### config.mk
export PLATFORM = sky130hd
export DESIGN_NAME = energy_telemetry_tx
export DESIGN_NICKNAME = d
export VERILOG_FILES = /design/src/rtl/energy_telemetry_tx.sv
export SDC_FILE = /design/constraint.sdc
export NUM_CORES = 1
export LEC_CHECK = 0
export ABC_AREA = 1
export CAP_MARGIN = 20
export CORE_ASPECT_RATIO = 0.5
export CORE_UTILIZATION = 50
export CTS_CLUSTER_DIAMETER = 200
export DETAILED_ROUTE_END_ITERATION = 7
export GPL_TIMING_DRIVEN = 0
export PLACE_DENSITY = 0.69
export REMOVE_ABC_BUFFERS = 1
export SLEW_MARGIN = 20
export SYNTH_ARGS = -nofsm -noshare
export SYNTH_HDL_FRONTEND = slang
export SYNTH_SLANG_ARGS = --single-unit
export TNS_END_PERCENT = 30
### constraint.sdc
create_clock -name clk -period 4.01 [get_ports clk]
set_clock_uncertainty 0.2 [all_clocks]
set_input_delay 1.203 -clock clk [delete_from_list [all_inputs] [get_ports clk]]
set_output_delay 1.203 -clock clk [all_outputs]
set_load 0.005 [all_outputs]
### src/rtl/energy_telemetry_tx.sv
// ============================================================================
//  Module      : energy_telemetry_tx
//  Description : Sample FIFO feeding a UART 8N1 framer (SYNC, SEQ, DATA, CHK).
//  Revision    : 1.0 - initial release
// ============================================================================
`default_nettype none

module energy_telemetry_tx #(
    parameter int          CLKS_PER_BIT = 868,
    parameter int          FIFO_DEPTH   = 4,
    parameter logic [7:0]  SYNC_BYTE    = 8'hA5
) (
    input  logic       clk,
    input  logic       rst,
    input  logic       ena,
    input  logic [7:0] sample_in,
    input  logic       sample_valid,
    output logic       sample_ready,
    output logic       tx,
    output logic       busy,
    output logic       frame_done,
    output logic [7:0] seq_num
);

    localparam int BAUD_W = (CLKS_PER_BIT > 1) ? $clog2(CLKS_PER_BIT) : 1;
    localparam int PTR_W  = (FIFO_DEPTH > 1) ? $clog2(FIFO_DEPTH) : 1;

    localparam logic [BAUD_W-1:0] c_baud_last = BAUD_W'(CLKS_PER_BIT - 1);
    localparam logic [PTR_W:0]    c_fifo_full = (PTR_W + 1)'(FIFO_DEPTH);

    typedef enum logic [1:0] {
        S_IDLE  = 2'd0,
        S_START = 2'd1,
        S_DATA  = 2'd2,
        S_STOP  = 2'd3
    } state_t;

    // ------------------------------------------------------------------------
    // Sample FIFO
    // ------------------------------------------------------------------------
    logic [7:0]       r_mem [FIFO_DEPTH];
    logic [PTR_W-1:0] r_wr_ptr;
    logic [PTR_W-1:0] r_rd_ptr;
    logic [PTR_W:0]   r_count;
    logic             w_push;
    logic             w_pop;

    assign sample_ready = (r_count != c_fifo_full);
    assign w_push       = sample_valid && sample_ready;

    always_ff @(posedge clk) begin
        if (w_push) begin
            r_mem[r_wr_ptr] <= sample_in;
        end
    end

    always_ff @(posedge clk or posedge rst) begin
        if (rst) begin
            r_wr_ptr <= '0;
            r_rd_ptr <= '0;
            r_count  <= '0;
        end else begin
            if (w_push) begin
                r_wr_ptr <= r_wr_ptr + 1'b1;
            end
            if (w_pop) begin
                r_rd_ptr <= r_rd_ptr + 1'b1;
            end
            case ({w_push, w_pop})
                2'b10:   r_count <= r_count + 1'b1;
                2'b01:   r_count <= r_count - 1'b1;
                default: r_count <= r_count;
            endcase
        end
    end

    // ------------------------------------------------------------------------
    // Framer / serialiser
    // ------------------------------------------------------------------------
    state_t            r_state;
    state_t            w_state_next;
    logic [BAUD_W-1:0] r_baud;
    logic [BAUD_W-1:0] w_baud_next;
    logic [2:0]        r_bit_idx;
    logic [2:0]        w_bit_next;
    logic [1:0]        r_byte_idx;
    logic [1:0]        w_byte_next;
    logic [7:0]        r_data;
    logic [7:0]        w_data_next;
    logic [7:0]        r_seq;
    logic              w_seq_inc;
    logic              r_tx;
    logic              w_tx_next;
    logic [7:0]        w_cur_byte;
    logic              w_baud_end;

    assign w_baud_end = (r_baud == c_baud_last);

    always_ff @(posedge clk or posedge rst) begin
        if (rst) begin
            r_state    <= S_IDLE;
            r_baud     <= '0;
            r_bit_idx  <= '0;
            r_byte_idx <= '0;
            r_data     <= '0;
            r_seq      <= '0;
            r_tx       <= 1'b1;
        end else begin
            r_state    <= w_state_next;
            r_baud     <= w_baud_next;
            r_bit_idx  <= w_bit_next;
            r_byte_idx <= w_byte_next;
            r_data     <= w_data_next;
            r_tx       <= w_tx_next;
            if (w_seq_inc) begin
                r_seq <= r_seq + 1'b1;
            end
        end
    end

    always_comb begin
        w_state_next = r_state;
        w_baud_next  = r_baud;
        w_bit_next   = r_bit_idx;
        w_byte_next  = r_byte_idx;
        w_data_next  = r_data;
        w_seq_inc    = 1'b0;
        w_pop        = 1'b0;

        case (r_state)
            S_IDLE: begin
                if ((r_count != '0) && ena) begin
                    w_pop        = 1'b1;
                    w_data_next  = r_mem[r_rd_ptr];
                    w_state_next = S_START;
                    w_baud_next  = '0;
                    w_byte_next  = '0;
                end
            end
            S_START: begin
                if (w_baud_end) begin
                    w_baud_next  = '0;
                    w_bit_next   = '0;
                    w_state_next = S_DATA;
                end else begin
                    w_baud_next = r_baud + 1'b1;
                end
            end
            S_DATA: begin
                if (w_baud_end) begin
                    w_baud_next = '0;
                    if (r_bit_idx == 3'd7) begin
                        w_state_next = S_STOP;
                    end else begin
                        w_bit_next = r_bit_idx + 1'b1;
                    end
                end else begin
                    w_baud_next = r_baud + 1'b1;
                end
            end
            S_STOP: begin
                if (w_baud_end) begin
                    w_baud_next = '0;
                    if (r_byte_idx == 2'd3) begin
                        w_state_next = S_IDLE;
                        w_seq_inc    = 1'b1;
                    end else begin
                        w_byte_next  = r_byte_idx + 1'b1;
                        w_state_next = S_START;
                    end
                end else begin
                    w_baud_next = r_baud + 1'b1;
                end
            end
            default: begin
                w_state_next = S_IDLE;
            end
        endcase
    end

    // The line level is derived from the next state so tx itself stays a flop.
    always_comb begin
        case (w_byte_next)
            2'd0:    w_cur_byte = SYNC_BYTE;
            2'd1:    w_cur_byte = r_seq;
            2'd2:    w_cur_byte = w_data_next;
            default: w_cur_byte = r_seq + w_data_next;
        endcase

        case (w_state_next)
            S_START: w_tx_next = 1'b0;
            S_DATA:  w_tx_next = w_cur_byte[w_bit_next];
            default: w_tx_next = 1'b1;
        endcase
    end

    assign tx         = r_tx;
    assign busy       = (r_state != S_IDLE);
    assign frame_done = (r_state == S_STOP) && w_baud_end && (r_byte_idx == 2'd3);
    assign seq_num    = r_seq;

endmodule

`default_nettype wire

==> results of run 1 <==
[sequential cells by signal (all words and copies together) (netlist names)]
name and flops:
r_mem 32, r_baud 10, r_bit_idx 3, seq_num 8, r_data 8, r_byte_idx 2
r_count 3, r_rd_ptr 2, r_state 2, tx 1, r_wr_ptr 2
[report_power, final]
group          switching, mW  total, mW  internal, mW  leakage (nW)
Clock                  0.301      0.781         0.479         0.129
Sequential                 0      0.782         0.782         0.805
Combinational         0.0155     0.0282        0.0126          1.32
[what timing repair did]
action / in CTS / in global routing
endpoints found under the setup margin: 1 / 1
pin swaps: 1 / 1
buffers inserted: 2 / 3
hold buffers: 0 / 0
cloned: 0 / 0
gates resized for setup: 4 / 7
[stage by stage]
| step | setup WS [ns] | utilization | setup TNS, ns |
|---|---|---|---|
| after detailed placement | -0.970 | 0.560 | -0.970 |
| after floorplan | 0.285 | - | 0 |
| final | 0.220 | 0.606 | 0 |
| after CTS | 0.0138 | 0.599 | 0 |
| after global placement | -0.951 | 0.557 | -0.951 |
| after global routing | -0.00447 | 0.606 | -0.00447 |
[cells by family (layout without fill, tap and decap cells)]
family | after synthesis | after routing | synth area share
XOR/XNOR | 20 | 20 | 0.0420
AO/OA/AOI/OAI | 63 | 63 | 0.0918
flip-flops | 73 | 73 | 0.476
AND/OR/NAND/NOR | 214 | 214 | 0.237
adder cells (fa/ha/maj) | 24 | 24 | 0.0756
buffers and inverters | 80 | 117 | 0.0774
[path summary, 6_finish.rpt]
check	start	end	slack (ns)	cells after the start
hold reg to reg	r_count[0]	r_count[0]	0.29	1
setup reg to reg	r_state[0]	tx	0.42	24
max in group asynchronous	rst	tx	2.10	3
hold / removal	r_count[0]	r_count[0]	0.29	1
setup / recovery	ena	tx	0.22	23
min in group asynchronous	rst	r_data[2]	0.97	2
[critical path: stages]
cell and delay [ns]:
clkdlybuf4s50_1 0.50, nand2_4 0.09, nor2_4 0.11, buf_4 0.17
nand2_1 0.07, nand2_1 0.18, inv_1 0.09, fa_2 0.40
inv_1 0.07, nand4_1 0.14, nand3_1 0.11, nand2_1 0.05
nand2_1 0.06, nand3_1 0.07, nand2_1 0.10, inv_2 0.04
nand2_2 0.04, nand3_2 0.05, nand2_1 0.09, nand2_1 0.05
nand2_1 0.08, nand2_1 0.05, nand2_1 0.05
[layout make-up]
type / count / area, µm²
Tap cell: 112 / 140
Clock buffer: 11 / 233
Clock inverter: 5 / 56.3
Inverter: 72 / 270
Multi-Input combinational cell: 321 / 1900
Sequential cell: 73 / 1990
Timing Repair Buffer: 29 / 300
Fill cell: 705 / 3170
[layer usage]
metal,part of all wire,GRT usage
met5,0,0
met3,0.036,0.0563
met4,0.019,0.0897
met1,0.48,0.281
met2,0.46,0.364
[layout by cell type, fill, tap and decap left out, types with 2 or more instances in the layout]
cell             Yosys  final
buf_4                0      4
ha_1                22     21
o22ai_1              3      3
clkdlybuf4s50_1      0     23
xnor2_1              6      6
nand3_2              6      6
xor2_1              14     14
nor2_2               2      2
nand2_1            105    103
nand2_4              0      2
nor2_1              39     38
nor3_1               4      4
a22oi_1              4      4
dfrtp_1             40     40
inv_1               60     59
buf_12               0      2
edfxtp_1            32     32
clkinv_1             2      3
o21ai_1              1      2
clkbuf_16            0      9
o32ai_1              4      4
nand2_2              6      6
a21oi_2              1      3
nand3_1             40     40
inv_2               10     11
a21oi_1             19     17
clkinvlp_4           0      3
o21ai_0             23     22
nor2_4               3      4
nand4_1              5      5
clkbuf_1             0      2
==> impl_metrics.json, run 1 <==
{
  "synth.most_common_cell": "nand2_1",
  "synth_top_area_share": 0.240,
  "gr-total-overflow": 0,
  "rows": 23,
  "avgSynthCellArea_um2": 8.80,
  "worstSetupEndpointType": "flip-flop",
  "drtPass1Iterations": 4,
  "synth_flop_cell": "dfrtp_1",
  "netlist_instances": 474,
  "synth_enable_flop_cells": 32,
  "die_h_um": 66.6,
  "slew_viol_final": 0,
  "cts-root-buf": "clkbuf_16",
  "drc_errors": 0,
  "area_growth_pct": 17.1,
  "timing.fmax_mhz": 264,
  "yosysUniqueCellTypes": 40,
  "power.density_nw_per_um2": 326,
  "clkTransAtPathRegs_ns": 0.06,
  "cts-htree-levels": 3,
  "async_flop_share": 0.562,
  "cp.required_ns": 4.09,
  "arrival_ns": 3.87,
  "routed_via_density": 5.02,
  "layout.nets": 542,
  "synth-warning-count": 0,
  "start_kind": "input pin",
  "ir_drop_mv": 0.193,
  "dp_cells": 602,
  "groute.usage.overall": 0.220,
  "numCtsBuffers": 9,
  "clock_latency_ns": 0.33,
  "period_minus_slack_ns": 3.79,
  "ys_top_cells_by_area": "dfrtp_1 24%, edfxtp_1 23%, nand2_1 9.4%",
  "p_leak_nw": 2.25,
  "wl_mm": 8.41,
  "worstSetupPathType": "in -> reg",
  "hold_viol_final": 0,
  "stdcell_count": 623,
  "setup_viol": 0,
  "cts_tree": "yes",
  "grt_pass1_wl_mm": 14.6,
  "drt_iter0_drc": 189,
  "seq_area_frac_synth": 0.476,
  "grt_pass1_vias": 2996,
  "power_mw": 1.59,
  "avgRoutedWirePerCell_um": 13.5,
  "period_share": 0.945,
  "tightest_slew_ns": 0.787,
  "antenna_found_initial": 0,
  "status": "completed",
  "syn_area_um2": 4170,
  "cts.path.max_buffers": 2,
  "worstPathMaxFanout": 5,
  "synth_seq_cells": 73,
  "io_buffers": 23,
  "num_io_pins": 24,
  "drive_gt1_frac": 0.123,
  "design_area_um2": 4880,
  "die-area_um2": 8740,
  "start_util": 0.518,
  "gp_congestion": 0.866,
  "fp.dieW_um": 131,
  "maxCapViolations": 0,
  "diodes": 0,
  "core_um2": 8060,
  "dr_total_vias": 3125,
  "grt_max_degree": 26,
  "hold_slack_ns": 0.292,
  "cts_sinks": 73,
  "place_area_um2": 4510,
  "ant_nets": 0,
  "slew-limit-headroom": 0.474,
  "hold_class": "reg -> reg",
  "synth_top_cell_by_area": "dfrtp_1",
  "dp_hpwl_mm": 5.97,
  "synthTopCellsByCount": "105 x nand2_1, 60 x inv_1, 40 x dfrtp_1, 40 x nand3_1, 39 x nor2_1"
}
(Power assumes the default switching activity.)
==> run 2: changes to the inputs <==
- SETUP_SLACK_MARGIN: default -> 0.1
==> impl_metrics.json, run 2 (synthesis gave the netlist of run 1 again) <==
{
  "worstSetupPathType": "reg -> out",
  "reg2reg_to": "tx",
  "power.density_nw_per_um2": 323,
  "drive_gt1_frac": 0.133,
  "r2r-start": "r_state[0]",
  "cts_tree": "yes",
  "hold_viol_final": 0,
  "cts_sinks": 73,
  "numCtsBuffers": 9,
  "tightest_slew_ns": 0.780,
  "arrival_ns": 2.25,
  "largestRegisters": "r_mem x32, r_baud x10",
  "timing.fmax_mhz": 273,
  "clkTransAtPathRegs_ns": 0.06,
  "critPathSlowestCell": "clkdlybuf4s50_1",
  "cts.path.max_buffers": 2,
  "regMostFlops": "r_mem",
  "fillCellCount": 693,
  "worstHoldPathCells": 1,
  "grt_pass1_wl_mm": 14.6,
  "min-delay-start": "r_count[0]",
  "p_leak_nw": 2.26,
  "period_minus_slack_ns": 3.66,
  "fp.dieW_um": 131,
  "worstSetupEndpointType": "primary output",
  "startpoint": "r_baud[0]",
  "dp_hpwl_mm": 5.97,
  "slew_viol_final": 0,
  "place_area_um2": 4510,
  "antenna_found_initial": 0,
  "mostFrequentLayoutCell": "nand2_1",
  "crit_top_cell": "nand2_1",
  "wl_mm": 8.46,
  "drc_errors": 0,
  "gr-total-overflow": 0,
  "gp_congestion": 0.866,
  "ir_drop_mv": 0.193,
  "diodes": 0,
  "clock_latency_ns": 0.33,
  "final_cell_mix": "102 x nand2_1, 58 x inv_1, 40 x nand3_1, 40 x dfrtp_1, 38 x nor2_1",
  "reg2reg_slack_ns": 0.42,
  "hold_class": "reg -> reg",
  "rsz0062_at_grt": "no",
  "cts-root-buf": "clkbuf_16",
  "num_io_pins": 24,
  "drtPass1Iterations": 4,
  "cpPeakStageDelay_ns": 0.52,
  "status": "completed",
  "period_share": 0.912,
  "worstPathMaxFanout": 5,
  "grt_max_degree": 26,
  "setup_viol": 0,
  "cp.required_ns": 2.61,
  "start_util": 0.518,
  "rr_worst_depth": 22,
  "largest_reg_flops": 32,
  "layout.nets": 543,
  "worstPathCellList": "ha_1 -> nand2_1 -> nor2_4 -> nand4_1 -> nor2_1 -> nand2_1 -> inv_1 -> clkdlybuf4s50_1",
  "cts-htree-levels": 3,
  "grt_pass1_vias": 3003,
  "die_h_um": 66.6,
  "start_kind": "flip-flop",
  "power_mw": 1.59,
  "die-area_um2": 8740,
  "groute.usage.overall": 0.221,
  "io_buffers": 23,
  "ant_nets": 0,
  "core_um2": 8060,
  "cts_hold_buffers": 0,
  "area_growth_pct": 18.2,
  "dr_total_vias": 3115,
  "slew-limit-headroom": 0.478,
  "design_area_um2": 4930,
  "hold_end": "r_count[0]",
  "drt_iter0_drc": 169,
  "maxCapViolations": 0,
  "rows": 23,
  "routed_via_density": 4.99,
  "avgRoutedWirePerCell_um": 13.6
}
run 2: cell types whose count changed in the layout (fill, tap and decap cells not counted):
| cell | delta |
|---|---|
| ha_4 | +3 |
| ha_1 | -2 |
| buf_4 | +1 |
| clkdlybuf4s50_1 | -1 |
| dlymetal6s2s_1 | +1 |
| ha_2 | -1 |
| inv_1 | -1 |
| inv_2 | +1 |
| nand2_1 | -1 |
| nand2_2 | +1 |
run 2: critical path, delay by kind of cell (launching register included):
| family | cells | cell delay (ns) |
|---|---|---|
| buf+inv | 2 | 0.68 |
| fa+ha+maj | 1 | 0.21 |
| simple gates | 5 | 0.65 |
| flops | 1 | 0.35 |
run 2: per-stage QoR:
stage / hold slack, ns / worst slack (ns) / utilization / setup TNS (ns) / std cells
after CTS: 0.296 / 0.126 / 0.601 / 0 / 621
after floorplan: 0.266 / 0.285 / - / 0 / 466
after global placement: 0.282 / -0.951 / 0.557 / -0.951 / 601
after detailed placement: 0.284 / -0.970 / 0.560 / -0.970 / 602
after global routing: 0.301 / 0.0935 / 0.612 / 0 / 624
final: 0.293 / 0.353 / 0.612 / 0 / 624
run 2: power by group:
| part | total, mW | internal (mW) | switching (mW) |
|---|---|---|---|
| clock network | 0.782 | 0.479 | 0.303 |
| registers | 0.782 | 0.782 | 0 |
| logic | 0.0284 | 0.0125 | 0.0158 |
run 2: repair_timing:
item,CTS,global route
resized for setup,5,12
buffers inserted,3,3
endpoints found under the setup margin,1,1
pin swaps,2,4
run 2: worst max-delay path by stage:
stage,to,slack (ns)
floorplan,tx,0.29
global placement,tx,-0.95
detailed placement,tx,-0.97
CTS,tx,0.13
global route,tx,0.09
finish,frame_done,0.35
run 2: cell type report:
type / count / area, µm² / share of cell area
Clock buffer: 11 / 233 / 0.0472
Clock inverter: 5 / 56.3 / 0.0114
Sequential cell: 73 / 1990 / 0.403
Tap cell: 112 / 140 / 0.0284
Timing Repair Buffer: 30 / 310 / 0.0629
Inverter: 72 / 270 / 0.0548
Multi-Input combinational cell: 321 / 1930 / 0.392
run 2: per-layer routing:
| metal | GRT usage | vias up | share of wire |
|---|---|---|---|
| met3 | 0.0563 | 14 | 0.038 |
| met2 | 0.364 | 48 | 0.47 |
| met5 | 0 | - | 0 |
| met4 | 0.0897 | 0 | 0.019 |
| li1 | - | 1618 | - |
| met1 | 0.281 | 1435 | 0.48 |
==> run 3: changes to the inputs <==
- CORE_ASPECT_RATIO: 0.5 -> 1.1
- CTS_CLUSTER_SIZE: default -> 40
==> impl_metrics.json, run 3 (synthesis gave the netlist of run 1 again) <==
{
  "power.density_nw_per_um2": 300,
  "drive_gt1_frac": 0.128,
  "worstHoldPathCells": 1,
  "area_growth_pct": 14.7,
  "r2r-start": "r_state[0]",
  "combPwrFrac": 0.019,
  "reg2reg_to": "tx",
  "clkTransAtPathRegs_ns": 0.09,
  "num_io_pins": 24,
  "design_area_um2": 4790,
  "largestRegisters": "r_mem x32, r_baud x10",
  "intPower_mw": 1.10,
  "largest_reg_flops": 32,
  "cts_sinks": 73,
  "reg2reg_slack_ns": 0.50,
  "antenna_found_initial": 0,
  "die-area_um2": 8710,
  "avgRoutedWirePerCell_um": 13.3,
  "place_area_um2": 4510,
  "cts-root-buf": "clkbuf_8",
  "drt_iter0_drc": 162,
  "grt_max_degree": 32,
  "timing.fmax_mhz": 269,
  "tightest_slew_ns": 0.790,
  "p_seq_frac": 0.543,
  "grt_pass1_vias": 3182,
  "diodes": 0,
  "hold_class": "reg -> reg",
  "final_util": 0.598,
  "numCtsBuffers": 9,
  "arrival_ns": 2.32,
  "power_mw": 1.44,
  "min-delay-start": "r_count[0]",
  "core_um2": 8000,
  "fp.dieW_um": 89.1,
  "wl_mm": 8.19,
  "dr_total_vias": 3146,
  "slew-limit-headroom": 0.471,
  "cts_tree": "yes",
  "power.switching_mw": 0.337,
  "finalSetupTns_ns": 0,
  "rows": 34,
  "ant_nets": 0,
  "routed_via_density": 5.11,
  "mostFrequentLayoutCell": "nand2_1",
  "start_kind": "flip-flop",
  "grt_pass1_wl_mm": 14.1,
  "cp.required_ns": 2.61,
  "ir_drop_mv": 0.161,
  "die_h_um": 97.8,
  "setup_viol": 0,
  "period_minus_slack_ns": 3.72,
  "p_leak_nw": 2.22,
  "groute.usage.overall": 0.214,
  "hold_viol_final": 0,
  "pwr-share-clk": 0.439,
  "maxCapViolations": 0,
  "layout.nets": 539,
  "gr-total-overflow": 0,
  "switching_share": 0.234,
  "rr_worst_depth": 25,
  "dp_hpwl_mm": 5.90,
  "cts.path.max_buffers": 2,
  "rsz0062_at_grt": "no",
  "io_buffers": 23,
  "cts-htree-levels": 3,
  "place_ws_ns": -0.708,
  "hold_end": "r_count[0]",
  "drc_errors": 0,
  "worst_slack_ns": 0.291,
  "cts_hold_buffers": 0,
  "clock_latency_ns": 0.36,
  "period_share": 0.927,
  "gp_congestion": 0.849,
  "worstSetupPathType": "reg -> out",
  "regMostFlops": "r_mem",
  "final_cell_mix": "102 x nand2_1, 58 x inv_1, 40 x nand3_1, 40 x dfrtp_1, 38 x nor2_1",
  "drtPass1Iterations": 4,
  "worstSetupEndpointType": "primary output",
  "slew_viol_final": 0,
  "start_util": 0.522,
  "worstPathMaxFanout": 5,
  "status": "completed"
}
[run 3: cell types whose count changed in the layout (fill, tap and decap cells not counted), sizes merged]
cell | previous run | this run
clkbuf | 11 | 9
clkinv | 3 | 2
inv | 70 | 76
buf | 7 | 3
clkinvlp | 3 | 0
[run 3: timing repair]
| action | 4_1_cts | 5_1_grt |
|---|---|---|
| setup buffers | 1 | 1 |
| setup endpoints to repair | 1 | 1 |
| endpoints found under the hold margin | 0 | 0 |
| pin swaps | 1 | 3 |
| gates resized for setup | 3 | 11 |
[run 3: metal layers]
layer | vias to the layer above | wire length [µm] | GRT usage
met1 | 1470 | 3620 | 0.256
met2 | 54 | 4140 | 0.366
met4 | 0 | 129 | 0.0977
met5 | - | 0 | 0
li1 | 1611 | - | -
met3 | 11 | 300 | 0.0406
[run 3: power groups by stage]
stage / logic (mW) / registers, mW / clock network, mW
6_report: 0.0270 / 0.780 / 0.631
5_1_grt: 0.0303 / 0.780 / 0.678
4_1_cts: 0.0274 / 0.780 / 0.643
3_5_place_dp: 0.0270 / 0.796 / 0
3_3_place_gp: 0.0239 / 0.796 / 0
2_1_floorplan: 0.00738 / 0.796 / 0
[run 3: how the worst max path moves through the flow]
stage	from	endpoint	slack, ns	cells past startpoint
after floorplan	ena	tx	0.29	20
after global placement	ena	tx	-0.72	21
after detailed placement	ena	tx	-0.71	24
after CTS	ena	tx	0.15	24
after global routing	r_baud[1]	frame_done	0.13	8
final	r_baud[0]	frame_done	0.29	8
[run 3: critical path, stage by stage (launching register included)]
cell,delay [ns]
dfrtp_1,0.37
ha_1,0.23
nand2_1,0.11
nor2_4,0.12
nand4_1,0.12
nor2_1,0.18
nand2_1,0.17
inv_1,0.16
clkdlybuf4s50_1,0.52
[run 3: stage by stage]
stage / hold WS (ns) / std cells
after floorplan: 0.266 / 466
final: 0.293 / 616
after global placement: 0.284 / 597
after global routing: 0.323 / 616
after detailed placement: 0.282 / 598
after CTS: 0.298 / 615
[run 3: final cells by class]
type                            count  area [µm²]
Tap cell                          108         135
Clock inverter                      7        92.6
Sequential cell                    73        1990
Multi-Input combinational cell    321        1910
Clock buffer                        9         124
Timing Repair Buffer               26         268
Inverter                           72         270
Fill cell                         719        3210
